`config.mk`:
```
export PLATFORM = sky130hd
export DESIGN_NAME = mem_stage_ctrl
export DESIGN_NICKNAME = d
export VERILOG_FILES = /design/src/rtl/mips_mem_pkg.sv /design/src/rtl/mem_lane_align.sv /design/src/rtl/mem_stage_ctrl.sv
export SDC_FILE = /design/constraint.sdc
export NUM_CORES = 1
export LEC_CHECK = 0
export CAP_MARGIN = 10
export CORE_UTILIZATION = 25
export CTS_BUF_LIST = sky130_fd_sc_hd__clkbuf_8
export CTS_CLUSTER_SIZE = 8
export DETAILED_ROUTE_END_ITERATION = 10
export PLACE_DENSITY = 0.59
export SLEW_MARGIN = 0
export SYNTH_ARGS = -nofsm -noshare
export SYNTH_HDL_FRONTEND = slang
export SYNTH_SLANG_ARGS = --single-unit
```
`constraint.sdc`:
```
create_clock -name clk -period 2.4 [get_ports clk]
set_input_delay 0.48 -clock clk [delete_from_list [all_inputs] [get_ports clk]]
set_output_delay 0.48 -clock clk [all_outputs]
set_load 0.05 [all_outputs]
```
`src/rtl/mips_mem_pkg.sv`:
```
// Shared definitions for the MEM-stage data-memory sequencer of the MIPS core:
// access-size encodings, the sequencer state type and the alignment rule.
package mips_mem_pkg;

   // Access size field carried in EX/MEM (2'b11 is handled as a word)
   localparam logic [1:0] BHW_BYTE = 2'b00;
   localparam logic [1:0] BHW_HALF = 2'b01;
   localparam logic [1:0] BHW_WORD = 2'b10;

   // Wait counter width, wide enough for the largest legal timeout (1023)
   localparam int CNT_W = 10;

   typedef enum logic [1:0] {
      IDLE = 2'd0,
      BUSY = 2'd1,
      DONE = 2'd2
   } mem_state_t;

   // Halves must sit on even addresses, words (and the 2'b11 alias) on
   // multiples of four; bytes are always aligned.
   function automatic logic isMisaligned(input logic [1:0] size, input logic [1:0] offset);
      logic bad;
      bad = 1'b0;
      case (size)
         BHW_BYTE: bad = 1'b0;
         BHW_HALF: bad = offset[0];
         default:  bad = (offset != 2'b00);
      endcase
      return bad;
   endfunction

endpackage

```
`src/rtl/mem_lane_align.sv`:
```
// Combinational lane steering between the 32-bit little-endian data bus and
// the core: byte enables plus replicated store data on the way out, lane
// selection plus sign/zero extension on the way back.
module mem_lane_align
   import mips_mem_pkg::*;
(
   input  logic [1:0]  st_size_i,
   input  logic [1:0]  st_off_i,
   input  logic [31:0] st_data_i,
   output logic [3:0]  st_be_o,
   output logic [31:0] st_data_o,
   input  logic [1:0]  ld_size_i,
   input  logic [1:0]  ld_off_i,
   input  logic        ld_sign_i,
   input  logic [31:0] ld_rdata_i,
   output logic [31:0] ld_data_o
);

   logic [7:0]  ldByte;
   logic [15:0] ldHalf;

   // Store side: pick byte enables for the addressed lanes and replicate the
   // low bits of the store data across the word so any lane sees them.
   always_comb begin
      st_be_o   = 4'b1111;
      st_data_o = st_data_i;
      case (st_size_i)
         BHW_BYTE: begin
            st_be_o   = 4'b0001 << st_off_i;
            st_data_o = {4{st_data_i[7:0]}};
         end
         BHW_HALF: begin
            st_be_o   = st_off_i[1] ? 4'b1100 : 4'b0011;
            st_data_o = {2{st_data_i[15:0]}};
         end
         default: begin
            st_be_o   = 4'b1111;
            st_data_o = st_data_i;
         end
      endcase
   end

   // Load side: select the addressed byte or half lane of the returned word,
   // then widen it to 32 bits with either sign or zero fill.
   always_comb begin
      case (ld_off_i)
         2'd0:    ldByte = ld_rdata_i[7:0];
         2'd1:    ldByte = ld_rdata_i[15:8];
         2'd2:    ldByte = ld_rdata_i[23:16];
         default: ldByte = ld_rdata_i[31:24];
      endcase
      ldHalf = ld_off_i[1] ? ld_rdata_i[31:16] : ld_rdata_i[15:0];
      case (ld_size_i)
         BHW_BYTE: ld_data_o = {{24{ld_sign_i & ldByte[7]}}, ldByte};
         BHW_HALF: ld_data_o = {{16{ld_sign_i & ldHalf[15]}}, ldHalf};
         default:  ld_data_o = ld_rdata_i;
      endcase
   end

endmodule

```
`src/rtl/mem_stage_ctrl.sv`:
```
// MEM-stage sequencer: validates the EX/MEM memory request, runs one req/ack
// transaction on the data bus with a wait timeout, stalls the pipeline while
// the transaction is outstanding and hands aligned load data to MEM/WB.
module mem_stage_ctrl
   import mips_mem_pkg::*;
#(
   parameter int TIMEOUT_CYC = 64
) (
   input  logic        clk,
   input  logic        rst,
   input  logic        mem_read,
   input  logic        mem_write,
   input  logic [1:0]  bhw,
   input  logic        ext_sign,
   input  logic [31:0] addr,
   input  logic [31:0] wdata,
   output logic        stall,
   output logic [31:0] load_data,
   output logic        load_valid,
   output logic        align_err,
   output logic        bus_err,
   output logic        bus_req,
   output logic        bus_we,
   output logic [31:0] bus_addr,
   output logic [3:0]  bus_be,
   output logic [31:0] bus_wdata,
   input  logic        bus_ack,
   input  logic [31:0] bus_rdata
);

   // Counter value seen in the last BUSY cycle the bus is allowed to take
   localparam logic [CNT_W-1:0] CNT_LAST = CNT_W'(TIMEOUT_CYC - 1);

   mem_state_t state_q, state_d;

   logic [CNT_W-1:0] cnt_q, cnt_d;
   logic             bus_we_q;
   logic [31:0]      bus_addr_q;
   logic [3:0]       bus_be_q;
   logic [31:0]      bus_wdata_q;
   logic [1:0]       size_q;
   logic             sign_q;
   logic [1:0]       off_q;
   logic [31:0]      load_data_q;
   logic             timeout_q;

   logic             accessReq;
   logic             illegalReq;
   logic             startAccess;
   logic             timeoutHit;
   logic [3:0]       stBe;
   logic [31:0]      stData;
   logic [31:0]      ldData;

   // A request is refused when both directions are asked for at once or when
   // the address does not fit the access size.
   assign accessReq   = mem_read | mem_write;
   assign illegalReq  = (mem_read & mem_write) | isMisaligned(bhw, addr[1:0]);
   assign startAccess = (state_q == IDLE) & accessReq & ~illegalReq;
   assign timeoutHit  = (state_q == BUSY) & ~bus_ack & (cnt_q == CNT_LAST);

   // Store lanes come straight from EX/MEM; load extraction uses the size,
   // offset and sign captured when the access was launched.
   mem_lane_align u_lane_align (
      .st_size_i  (bhw),
      .st_off_i   (addr[1:0]),
      .st_data_i  (wdata),
      .st_be_o    (stBe),
      .st_data_o  (stData),
      .ld_size_i  (size_q),
      .ld_off_i   (off_q),
      .ld_sign_i  (sign_q),
      .ld_rdata_i (bus_rdata),
      .ld_data_o  (ldData)
   );

   // State register; reset abandons any access in flight
   always_ff @(posedge clk or negedge rst) begin
      if (!rst) begin
         state_q <= IDLE;
      end else begin
         state_q <= state_d;
      end
   end

   // Next state and wait counter: ack wins over a timeout in the same cycle,
   // and DONE always falls back to IDLE so the stale EX/MEM request is ignored.
   always_comb begin
      state_d = state_q;
      cnt_d   = cnt_q;
      case (state_q)
         IDLE: begin
            cnt_d = '0;
            if (startAccess) begin
               state_d = BUSY;
            end
         end
         BUSY: begin
            cnt_d = cnt_q + CNT_W'(1);
            if (bus_ack || (cnt_q == CNT_LAST)) begin
               state_d = DONE;
            end
         end
         DONE: begin
            cnt_d   = '0;
            state_d = IDLE;
         end
         default: begin
            cnt_d   = '0;
            state_d = IDLE;
         end
      endcase
   end

   // Outputs per state; the combinational IDLE outputs are forced low while
   // reset is held so nothing leaks out of a design that is being reset.
   always_comb begin
      stall      = 1'b0;
      bus_req    = 1'b0;
      load_valid = 1'b0;
      bus_err    = 1'b0;
      align_err  = 1'b0;
      case (state_q)
         IDLE: begin
            stall     = rst & startAccess;
            align_err = rst & accessReq & illegalReq;
         end
         BUSY: begin
            stall   = 1'b1;
            bus_req = 1'b1;
         end
         DONE: begin
            load_valid = ~bus_we_q & ~timeout_q;
            bus_err    = timeout_q;
         end
         default: begin
            stall = 1'b0;
         end
      endcase
   end

   // Transaction registers: bus fields are frozen at launch, load data is
   // captured on ack (reads only) and cleared when the bus times out.
   always_ff @(posedge clk or negedge rst) begin
      if (!rst) begin
         cnt_q       <= '0;
         bus_we_q    <= 1'b0;
         bus_addr_q  <= '0;
         bus_be_q    <= '0;
         bus_wdata_q <= '0;
         size_q      <= BHW_BYTE;
         sign_q      <= 1'b0;
         off_q       <= 2'b00;
         load_data_q <= '0;
         timeout_q   <= 1'b0;
      end else begin
         cnt_q <= cnt_d;
         if (startAccess) begin
            bus_we_q    <= mem_write;
            bus_addr_q  <= {addr[31:2], 2'b00};
            bus_be_q    <= stBe;
            bus_wdata_q <= stData;
            size_q      <= bhw;
            sign_q      <= ext_sign;
            off_q       <= addr[1:0];
            timeout_q   <= 1'b0;
         end
         if ((state_q == BUSY) && bus_ack && !bus_we_q) begin
            load_data_q <= ldData;
         end
         if (timeoutHit) begin
            timeout_q   <= 1'b1;
            load_data_q <= '0;
         end
      end
   end

   assign bus_we    = bus_we_q;
   assign bus_addr  = bus_addr_q;
   assign bus_be    = bus_be_q;
   assign bus_wdata = bus_wdata_q;
   assign load_data = load_data_q;

endmodule

```
Word level (Yosys, flattened, before mapping)

Index checks and enable logic that the tools add are counted.

Output and inout port bits: 106
Register bits after elaboration: 117
Bits of input ports: 104
Word-level logic and storage cells: 71

Muxes and demuxes: 20
Reductions and logical operators: 12
Shift operators: 1
Equality and inequality tests: 9
Bitwise logic cells: 17
$add $sub $neg: 1

Operators by type and width:

| kind                  | count |
|---|---|
| $pmux 32 s2           | 2 |
| $mux 32               | 2 |
| $pmux 8 s3            | 1 |
| $mux 16               | 1 |
| $and 1x1->1           | 11 |
| $add 10x1->10 const B | 1 |
| $eq 10x6->1 const B   | 1 |
| $mux 10               | 1 |
| $eq 2x1->1 const B    | 4 |
| $logic_not 2->1       | 4 |
| $pmux 4 s2            | 1 |
| $mux 1                | 6 |
| $reduce_bool 2->1     | 3 |
| $eq 2x2->1 const B    | 2 |
| $mux 2                | 2 |
| $mux 4                | 1 |
| $not 1->1             | 4 |
| $pmux 1 s2            | 2 |
| $pmux 2 s2            | 1 |
| $shl 1x2->4 const A   | 1 |
| $logic_and 1x1->1     | 2 |
| $ne 2x1->1 const B    | 1 |
| $ne 2x2->1 const B    | 1 |
| $or 1x1->1            | 2 |
| 3 further kinds       | 3 |

Depth between registers and ports, before layout

Word-level depth: 7
Gate-level depth with buffers: 7
Mapped depth without buffers: 5

Modules after synthesis

A second synthesis with hierarchy kept.

Cells, all modules: 548
Area total of the unflattened synthesis: 5954.5 sq um

Modules (own cells, without submodules):

| module         | cells each | sequential area each (sq um) | instances | area each (sq um) |
|---|---|---|---|---|
| mem_stage_ctrl | 365        | 2927.8                       | 1         | 4680.7 |
| mem_lane_align | 183        | 0.0                          | 1         | 1273.7 |

Worst setup path after synthesis

No wires, ideal clock.

Path kind: register -> output
Start: register bus_we_q, in the netlist bus_we
End: output port load_valid
Buffers on the path: 0
Stages on the path, launching flop included: 2
Data arrival time: 2.296 ns
Data required time: 1.920 ns
Setup slack: -0.376 ns
Cells stage by stage: dfrtp_1 -> nor4b_1

Cells in the longest elaborated chain, start to end: 3

Ends and longest elaborated chain:

| item                   | RTL line              | text |
|---|---|---|
| from (decl)            | mem_stage_ctrl.sv:37  | `logic bus_we_q;` |
| from (signal assigned) | mem_stage_ctrl.sv:159 | `bus_we_q <= mem_write;` |
| $not 1->1              | mem_stage_ctrl.sv:133 | `load_valid = ~bus_we_q & ~timeout_q;` |
| $and 1x1->1            | mem_stage_ctrl.sv:133 |  |
| $mux 1                 | mem_stage_ctrl.sv:123 | `case (state_q)` |
| to (decl)              | mem_stage_ctrl.sv:19  | `output logic load_valid,` |

Every way passes these cells.

Worst setup path in the final report

Start: input port bhw[1]
End: output port stall

Cells in the longest elaborated chain, start to end: 7
Elaborated cells on any way between the ends: 8

Ends and longest elaborated chain:

| item                                          | RTL line              | text |
|---|---|---|
| from (decl)                                   | mem_stage_ctrl.sv:13  | `input logic [1:0] bhw,` |
| $eq 2x1->1 or $logic_not 2->1 (tied branches) | mips_mem_pkg.sv:24    | `case (size)` |
| $pmux 1 s2 *                                  | mips_mem_pkg.sv:24    |  |
| $or 1x1->1 *                                  | mem_stage_ctrl.sv:58  | `assign illegalReq = (mem_read & mem_write) \| isMisaligned(bhw, addr[1:0]);` |
| $not 1->1 *                                   | mem_stage_ctrl.sv:59  | `assign startAccess = (state_q == IDLE) & accessReq & ~illegalReq;` |
| $and 1x1->1 *                                 | mem_stage_ctrl.sv:59  |  |
| $and 1x1->1 *                                 | mem_stage_ctrl.sv:125 | `stall = rst & startAccess;` |
| $pmux 1 s2 *                                  | mem_stage_ctrl.sv:123 |  |
| to (decl)                                     | mem_stage_ctrl.sv:17  | `output logic stall,` |

Every way passes the cells marked *; elsewhere a longest branch is shown, timed or not.

==> flow_summary.toml <==
[status]
status = "finished, final reports clean"

[drt]
wl_per_cell_um = 16.37
vias = 4475
drt_iter0_markers = 152
drc = 0
drtPass1Iterations = 4
viasPerCell = 4.609
ant_nets = 0
drt-total-wl_um = 15900

[floorplan]
ios = 210
die_area_mm2 = 0.02273
num_rows = 54
core_mm2 = 0.02176
fp.dieH_um = 150.8
start_util_pct = 25.43
fp.dieW_um = 150.8

[logic_synthesis]
yosysWarnings = 0
ys.flop_type = "dfrtp_1"
synth_seq_area_share_pct = 52.93
ys_async_sr_fraction_pct = 100.0
syn-cell-area_mm2 = 0.005532
synth_most_common_cell = "dfrtp_1"
synth_seq_cells = 117
synth_common_cells = "117 x dfrtp_1, 49 x mux2_2, 39 x o21ai_0"
synth_top_cell_area_share_pct = 52.93
synth_edf_count = 0
synth_area_leader_cell = "dfrtp_1"
syn_area_per_cell_um2 = 11.87
netlist_instances = 466
ys_top_cells_by_area = "dfrtp_1 53%, mux2_2 10%, mux2i_1 4.7%"
ys_types = 46

[cts]
cts_root_buf = "clkbuf_8"
cts_htree_levels = 4
hold_buffers = 0
cts_setup_buffers = 0
cts-resized-gates = 3
path_clk_slew_ps = 80
clock_latency_ps = 430
numCtsBuffers = 17
cts.sinks = 117
cts_buffer_depth = 2
cts_tree = "built"

[critical_path]
rr_startpoint = "state_q[1]"
endpoint_kind = "primary output"
regToRegEndpoint = "load_data[28]"
cp_data_required_time_ps = 1920
reg2reg_slack_ps = 300
cp_max_fo = 3
cp-start-kind = "input port"
arrival_ps = 1820
crit_start = "bhw[1]"
cp-endpoint = "stall"
reg2regPathDepth = 5
crit_type = "input port to primary output"

[global_routing]
grt_pass1_wl_um = 24990
grt_max_degree = 118
antenna_found_initial = 0
grt_use_met2_pct = 22.13
grt.busiest_layer = "met2"
grt.overflow.total = 0
grtUsageTotal_pct = 14.42
grt_util_met3_pct = 5.818
first_global_vias = 4555
met1_usage_pct = 18.35

[timing]
fin_crit_sh_pct = 95.99
final_hold_viol_count = 0
skew_ps = 16.55
finalCriticalPeriod_ps = 2304
max_slew_margin_pct = 29.09
maxSlewViolCount = 0
setup_violations = 0
clock.fmax_ghz = 0.4341
whs_ps = 108.3
rsz0062_at_grt = "false"
worstMarginPinSlew_ps = 1060

[placed_design]
place_area_mm2 = 0.008045
dp_hpwl_um = 11490
portBuffers = 207
place.gp.congestion = 0.7794

[pwr]
power.switching_mw = 5.151
clkPwrFrac_pct = 16.2
switching_share_pct = 47.00
p_comb_share_pct = 54.6
seqPwrFrac_pct = 29.2
peakVddDrop_v = 0.0005508
p_int_mw = 5.808
leakagePower_nw = 3.554
p_per_area_mw_per_mm2 = 1300

[finish]
utilization_pct = 38.75
nets = 783
area_delta_synth_final_pct = 52.39
final_layout_size_suffix_gt1_share_pct = 18.09
n_antenna_cell = 0
final_area_mm2 = 0.008429
fillers = 2152

[min_path]
worstHoldPathType = "input port to async pin"

[run]
max_cap_viol_count = 0
-- cell type report --
class                   instances  area (µm²)  share of cell area [%]
clock buffers                  17       234.0                   2.776
clock inverters                15       145.1                   1.722
inverters                      12       45.04                  0.5344
multi-input cells             301        2404                   28.51
flip-flops and latches        117        2928                   34.73
well taps                     280       350.3                   4.156
repair buffers                229        2323                   27.56
-- per-stage QoR --
stage / power, mW / setup TNS (ps) / setup slack [ps] / instances
2_1_floorplan: 7.068 / 0 / 33.56 / 467
3_3_place_gp: 9.218 / -122.5 / -113.3 / 939
3_5_place_dp: 9.251 / -121.6 / -100.6 / 939
4_1_cts: 11.09 / 0 / 17.30 / 971
5_1_grt: 11.51 / 0 / 16.74 / 971
6_report: 10.96 / 0 / 96.33 / 971
-- per-layer routing --
metal,vias up,routed length [µm]
met5,-,0
met4,0,226
met3,14,1549
met2,171,7144
met1,2147,6977
li1,2143,-
-- logic make-up after synthesis --
| logic type | after synthesis | share of synthesized area [%] |
|---|---|---|
| other | 1 | 0.06779 |
| multiplexers | 84 | 18.34 |
| AND/OR/NAND/NOR | 91 | 7.691 |
| adder cells (fa/ha/maj) | 1 | 0.2262 |
| flip-flops | 117 | 52.93 |
| AO/OA/AOI/OAI | 115 | 15.25 |
| XOR/XNOR | 8 | 1.267 |
| buffers and inverters | 49 | 4.230 |
-- worst min path at each step --
stage / from / to / slack, ps / depth (start not counted)
after floorplan: rst / bus_addr[10] / 180 / 0
after global placement: cnt_q[0] / cnt_q[0] / 440 / 1
after detailed placement: cnt_q[0] / cnt_q[0] / 450 / 1
after CTS: rst / load_data[3] / 200 / 2
after global routing: rst / load_data[17] / 170 / 2
final: rst / load_data[17] / 110 / 2
-- critical path: stages --
cell and delay, ps:
clkdlybuf4s50_1 490, a21oi_2 210, o21ai_1 120, o21ba_2 240, nor2_2 120, buf_12 150
-- power groups by stage --
| stage | clock network [mW] | registers (mW) | logic (mW) |
|---|---|---|---|
| after floorplan | 0 | 5.61 | 1.46 |
| after global placement | 0 | 3.21 | 6.01 |
| after detailed placement | 0 | 3.23 | 6.02 |
| after CTS | 1.85 | 3.20 | 6.04 |
| after global routing | 1.92 | 3.30 | 6.29 |
| final | 1.78 | 3.20 | 5.99 |
-- placed cells by master (no fill, tap or decap), types with 4 or more instances in the layout --
| master | synthesis | routed |
|---|---|---|
| clkdlybuf4s50_1 | 0 | 201 |
| dfrtp_1 | 117 | 117 |
| mux2_2 | 49 | 49 |
| o21ai_0 | 39 | 38 |
| nand2_1 | 36 | 36 |
| nor2_1 | 27 | 26 |
| mux2i_1 | 26 | 26 |
| a221o_1 | 23 | 23 |
| buf_4 | 2 | 19 |
| clkbuf_8 | 0 | 17 |
| o2bb2ai_1 | 15 | 15 |
| inv_1 | 12 | 12 |
| a21oi_1 | 11 | 10 |
| a221oi_1 | 8 | 8 |
| o22ai_1 | 8 | 8 |
| buf_12 | 0 | 8 |
| nor3_1 | 7 | 7 |
| xor2_1 | 6 | 6 |
| inv_6 | 0 | 6 |
| mux4_1 | 4 | 4 |
-- registers in the layout (all words and copies together) (netlist names) --
name       cells
bus_wdata     32
load_data     32
bus_addr      30
cnt_q         10
bus_be         4
off_q          2
size_q         2
state_q        2
bus_we         1
sign_q         1
timeout_q      1
(Power assumes the default switching activity.)
